File: config.mk
export PLATFORM = sky130hd
export DESIGN_NAME = pipe_stage
export DESIGN_NICKNAME = d
export VERILOG_FILES = /design/src/rtl/lc3b_types.sv /design/src/rtl/pipe_skid_ctrl.sv /design/src/rtl/pipe_stage.sv
export SDC_FILE = /design/constraint.sdc
export NUM_CORES = 1
export LEC_CHECK = 0
export CAP_MARGIN = 20
export CORE_ASPECT_RATIO = 0.5
export CORE_MARGIN = 3
export CORE_UTILIZATION = 50
export CTS_BUF_LIST = sky130_fd_sc_hd__clkbuf_4
export DETAILED_ROUTE_END_ITERATION = 8
export PLACE_DENSITY = 0.82
export SYNTH_ARGS = -nofsm -noshare
export SYNTH_HDL_FRONTEND = slang
export SYNTH_SLANG_ARGS = --single-unit
File: constraint.sdc
create_clock -name clk -period 2.1 [get_ports clk]
set_clock_uncertainty 0.15 [all_clocks]
set_input_delay 0.21 -clock clk [delete_from_list [all_inputs] [get_ports clk]]
set_output_delay 0.21 -clock clk [all_outputs]
set_load 0.02 [all_outputs]
File: src/rtl/lc3b_types.sv
// Shared type definitions for the LC-3b pipeline blocks.
package lc3b_types;

  // Occupancy of a pipeline stage: nothing held, main register held,
  // or main plus skid register held.
  typedef enum logic [1:0] {
    EMPTY = 2'd0,
    ONE   = 2'd1,
    TWO   = 2'd2
  } lc3b_pipe_state;

endpackage

File: src/rtl/pipe_skid_ctrl.sv
// Occupancy FSM for the two-entry skid stage. Produces the load enables for
// the main and skid data registers, plus a registered in_ready so no
// combinational path exists from out_ready back to in_ready.
// The current state is exported so the top level can derive out_valid and
// occupancy from it, and so checkers can observe it directly.
module pipe_skid_ctrl
  import lc3b_types::*;
(
  input  logic           clk,
  input  logic           reset_n,
  input  logic           flush,
  input  logic           in_valid,
  input  logic           out_ready,
  output logic           in_ready,
  output lc3b_pipe_state state,
  output logic           load_main,
  output logic           load_skid,
  output logic           main_from_skid
);

  lc3b_pipe_state state_q;
  lc3b_pipe_state state_d;
  logic           in_ready_q;
  logic           in_xfer;
  logic           out_xfer;

  assign in_ready = in_ready_q;
  assign state    = state_q;
  assign in_xfer  = in_valid && in_ready_q;
  assign out_xfer = (state_q != EMPTY) && out_ready;

  // Next-state and load-enable decode; flush overrides every handshake.
  always_comb begin
    state_d        = state_q;
    load_main      = 1'b0;
    load_skid      = 1'b0;
    main_from_skid = 1'b0;
    case (state_q)
      EMPTY: begin
        if (in_xfer) begin
          state_d   = ONE;
          load_main = 1'b1;
        end
      end
      ONE: begin
        if (in_xfer && out_xfer) begin
          load_main = 1'b1;
        end else if (in_xfer) begin
          state_d   = TWO;
          load_skid = 1'b1;
        end else if (out_xfer) begin
          state_d = EMPTY;
        end
      end
      TWO: begin
        if (out_xfer) begin
          state_d        = ONE;
          load_main      = 1'b1;
          main_from_skid = 1'b1;
        end
      end
      default: state_d = EMPTY;
    endcase
    if (flush) begin
      state_d        = EMPTY;
      load_main      = 1'b0;
      load_skid      = 1'b0;
      main_from_skid = 1'b0;
    end
  end

  // State register; in_ready is precomputed from the next state.
  always_ff @(posedge clk or negedge reset_n) begin
    if (!reset_n) begin
      state_q    <= EMPTY;
      in_ready_q <= 1'b1;
    end else begin
      state_q    <= state_d;
      in_ready_q <= (state_d != TWO);
    end
  end

endmodule

File: src/rtl/pipe_stage.sv
// Valid/ready pipeline stage. A transfer happens on a rising edge where the
// producer's valid and the consumer's ready are both 1; valid never depends
// on ready, and payload/valid are held until the transfer completes.
// SKID=1 builds a two-entry skid buffer with registered in_ready;
// SKID=0 builds a single register with combinational in_ready.
module pipe_stage
  import lc3b_types::*;
#(
  parameter int WIDTH = 16,
  parameter int SKID  = 1
) (
  input  logic             clk,
  input  logic             reset_n,
  input  logic             flush,
  input  logic             in_valid,
  output logic             in_ready,
  input  logic [WIDTH-1:0] in_data,
  output logic             out_valid,
  input  logic             out_ready,
  output logic [WIDTH-1:0] out_data,
  output logic [1:0]       occupancy
);

  logic [WIDTH-1:0] main_q;
  logic [WIDTH-1:0] main_next;
  logic             main_load;

  assign out_data = main_q;

  // Main (output-facing) data register, shared by both implementations.
  always_ff @(posedge clk or negedge reset_n) begin
    if (!reset_n) begin
      main_q <= '0;
    end else if (main_load) begin
      main_q <= main_next;
    end
  end

  generate
    if (SKID != 0) begin : g_skid
      lc3b_pipe_state   state;
      logic             load_skid;
      logic             main_from_skid;
      logic [WIDTH-1:0] skid_q;

      pipe_skid_ctrl u_ctrl (
        .clk            (clk),
        .reset_n        (reset_n),
        .flush          (flush),
        .in_valid       (in_valid),
        .out_ready      (out_ready),
        .in_ready       (in_ready),
        .state          (state),
        .load_main      (main_load),
        .load_skid      (load_skid),
        .main_from_skid (main_from_skid)
      );

      assign main_next = main_from_skid ? skid_q : in_data;
      assign out_valid = (state != EMPTY);

      // Skid register catches the payload accepted while the output stalls.
      always_ff @(posedge clk or negedge reset_n) begin
        if (!reset_n) begin
          skid_q <= '0;
        end else if (load_skid) begin
          skid_q <= in_data;
        end
      end

      // Occupancy is a direct decode of the FSM state.
      always_comb begin
        occupancy = 2'd0;
        case (state)
          ONE:     occupancy = 2'd1;
          TWO:     occupancy = 2'd2;
          default: occupancy = 2'd0;
        endcase
      end
    end else begin : g_single
      logic valid_q;
      logic in_xfer;
      logic out_xfer;

      assign in_ready  = !valid_q || out_ready;
      assign in_xfer   = in_valid && in_ready;
      assign out_xfer  = valid_q && out_ready;
      assign main_load = in_xfer && !flush;
      assign main_next = in_data;
      assign out_valid = valid_q;
      assign occupancy = {1'b0, valid_q};

      // Single valid bit: set on accept, cleared on drain or flush.
      always_ff @(posedge clk or negedge reset_n) begin
        if (!reset_n) begin
          valid_q <= 1'b0;
        end else if (flush) begin
          valid_q <= 1'b0;
        end else if (in_xfer) begin
          valid_q <= 1'b1;
        end else if (out_xfer) begin
          valid_q <= 1'b0;
        end
      end
    end
  endgenerate

endmodule

==> flow_summary_export.csv <==
group,metric,value,unit
setup_path,crit_type,"register to output port",
power,pwr-share-clk,0.216,
sta,drv_slew,0,
yosys,yosys.area.top_type_share,0.5471,
global_route,antenna_found_initial,0,
route,vias_per_cell,5.049,
power,power.internal,1.239,mW
power,combPwrFrac,0.260,
floorplan,dieWidth,84.88,um
setup_path,crit_path_start_kind,"register",
floorplan,boundaryPins,41,
finish,layout_commonest_cell,"clkdlybuf4s50_1",
place,hpwl,2016,um
route,drt_pre_antenna_iters,3,
setup_path,worstPathRequired,1.74,ns
clock_network,htreeDepth,2,
yosys,syn_nets,142,
clock_network,clock_latency,0.33,ns
finish,final_cell_mix,"37 x clkdlybuf4s50_1, 34 x dfrtp_1, 18 x nand2_1",
setup_path,regToRegStartpoint,"g_skid.u_ctrl.state[1]",
route,num_vias,1035,
global_route,grt_pass1_vias,1053,
power,power,1.730,mW
clock_network,cts_root_buf,"clkbuf_4",
finish,post-route-util,0.7385,
clock_network,numCtsBuffers,5,
power,p_per_area,847.3,mW/mm2
setup_path,path_max_fanout,6,
yosys,synth_top_area_cell,"dfrtp_1",
yosys,synth_warnings,0,
floorplan,coreArea,0.002765,mm2
clock_network,max-clock-path-buffers,2,
global_route,grt_max_degree,36,
finish,instances_no_fill,205,
place,place_ws,0.1859,ns
worst_hold_path,hp-class,"primary input to asynchronous set/reset pin",
setup_path,r2r_end,"out_data[2]",
route,wl,2728,um
finish,fin_area,0.002042,mm2
sta,worst_slack,0.1425,ns
run_status,status,"completed",
place,post_dp_cell_area,0.001969,mm2
yosys,synth.avg_cell_area,12.85,um2
clock_network,clk_pin_slew,0.10,ns
power,pwr-share-seq,0.524,
sta,min_period,1.957,ns
setup_path,r2r_slack,0.45,ns
floorplan,initial_utilization,0.5624,
sta,tightestPinTransition,0.7594,ns
power,swShare,0.2839,
finish,drive_above_1_share,0.2024,
power,irDropWorstVdd,0.3951,mV
sta,fmax,0.5109,GHz
clock_network,cts_tree,"built",
global_route,overflow,0,
yosys,syn_area,0.001555,mm2
floorplan,rows,13,
setup_path,r2r_cells,4,
floorplan,die_h,45.44,um
power,p_sw,0.4912,mW
route,wl_per_cell,13.31,um
sta,relSlewSlack,0.4937,
route,drc,0,
yosys,seq_area_frac_synth,0.5640,
setup_path,crit_arrival,1.60,ns
power,total_leakage_power,0.8973,nW
finish,antenna_cells,0,
finish,final_nets,188,
sta,finalSetupViolCount,0,
place,io_buffers,40,
clock_network,clock_sinks,35,
floorplan,die-area,0.003856,mm2
yosys,syn_inst,121,
place,numPlacedInstances,196,
finish,areaGrowthSynthToFinish,31.30,%
sta,setup_tns,0,ns
finish,n_fill_cell,197,
global_route,grt_pass1_wl,4816,um
route,drtAntennaViolNets,0,
yosys,synth_seq_cells,35,
setup_path,cp-end-kind,"output port",
flow_run,drv_cap,0,
sta,rsz0062_at_grt,"no",
route,drtIter0Drc,25,
sta,final_hold_viol_count,0,
yosys,ys_types,23,
sta,timing.hold.ws,0.3252,ns
global_route,grt_usage,0.1657,
yosys,synth.area.top_cells,"dfrtp_1 55%, mux2_2 12%, mux2i_1 10%, o21ai_0 4.8%, nand2_1 4.3%",
place,gp_congestion,0.7385,
sta,timing.final.crit_share,0.9321,
==> final cells by class <==
cell class | count | area (um2) | area share
Clock buffer | 7 | 52.55 | 0.02574
Clock inverter | 1 | 5.005 | 0.002451
Timing Repair Buffer | 45 | 440.4 | 0.2157
Tap cell | 37 | 46.29 | 0.02267
Sequential cell | 35 | 877.1 | 0.4295
Multi-Input combinational cell | 79 | 616.8 | 0.3021
Inverter | 1 | 3.754 | 0.001838
==> registers in the layout, summed over array words and instances, names as in the netlist <==
signal                  cells
g_skid.u_ctrl.in_ready      1
g_skid.u_ctrl.state         2
g_skid.skid_q              16
out_data                   16
==> synthesized netlist by cell type <==
library cell,instances
buf_6,2
and2_1,1
a41oi_4,1
mux2i_1,16
nand2_1,18
nand4_4,1
buf_8,1
dfrtp_1,34
a2bb2oi_1,1
o21ai_1,1
inv_1,1
and4bb_1,1
dfstp_2,1
clkbuf_2,1
nor2_1,3
nand2b_1,1
mux2_2,16
buf_4,2
nor2b_4,1
o21ai_0,15
nor2b_1,1
xnor2_1,1
or2_2,1
==> power by group through the flow <==
stage / combinational [mW] / clock, mW / sequential, mW
4_1_cts: 0.460 / 0.384 / 0.909
3_5_place_dp: 0.458 / 0 / 0.923
2_1_floorplan: 0.177 / 0 / 0.981
6_report: 0.451 / 0.373 / 0.907
3_3_place_gp: 0.446 / 0 / 0.914
5_1_grt: 0.489 / 0.424 / 0.929
==> per-layer routing <==
layer  vias up  track usage  routed length (um)
met5         -            0                   0
met4         0      0.04732                  25
met3         2      0.07220                 129
met2        21       0.2737                1311
met1       499       0.2037                1261
li1        513            -                   -
==> worst max-delay path, stage by stage, from the launching register on <==
cell	delay, ns
dfrtp_1	0.47
nor2b_4	0.18
clkdlybuf4s50_1	0.62
==> worst max path at each step <==
stage | startpoint | endpoint | slack (ns) | depth (start not counted)
6_report | g_skid.u_ctrl.state[1] | occupancy[0] | 0.14 | 2
5_1_grt | g_skid.u_ctrl.state[1] | occupancy[0] | 0.04 | 2
4_1_cts | g_skid.u_ctrl.state[1] | occupancy[1] | 0.01 | 2
3_5_place_dp | flush | g_skid.skid_q[1] | 0.19 | 4
3_3_place_gp | flush | g_skid.skid_q[9] | 0.23 | 4
2_1_floorplan | g_skid.u_ctrl.state[1] | out_data[10] | 0.58 | 5
==> repair_timing <==
item / in CTS / in global routing
resized for setup: 0 / 2
setup buffers: 0 / 0
hold buffers: 1 / 0
setup endpoints to repair: 0 / 2
hold endpoints to repair: 34 / 0
==> cell families (layout without fill, tap and decap cells) <==
family / after synthesis / after routing / share of synthesized area
buffers and inverters: 7 / 54 / 0.03941
DFF: 35 / 35 / 0.5640
xor gates and xnor gates: 1 / 1 / 0.005633
AOI/OAI and AO/OA: 18 / 18 / 0.07482
and+or+nand+nor: 28 / 28 / 0.09735
muxes: 32 / 32 / 0.2188
(Power assumes the default switching activity.)
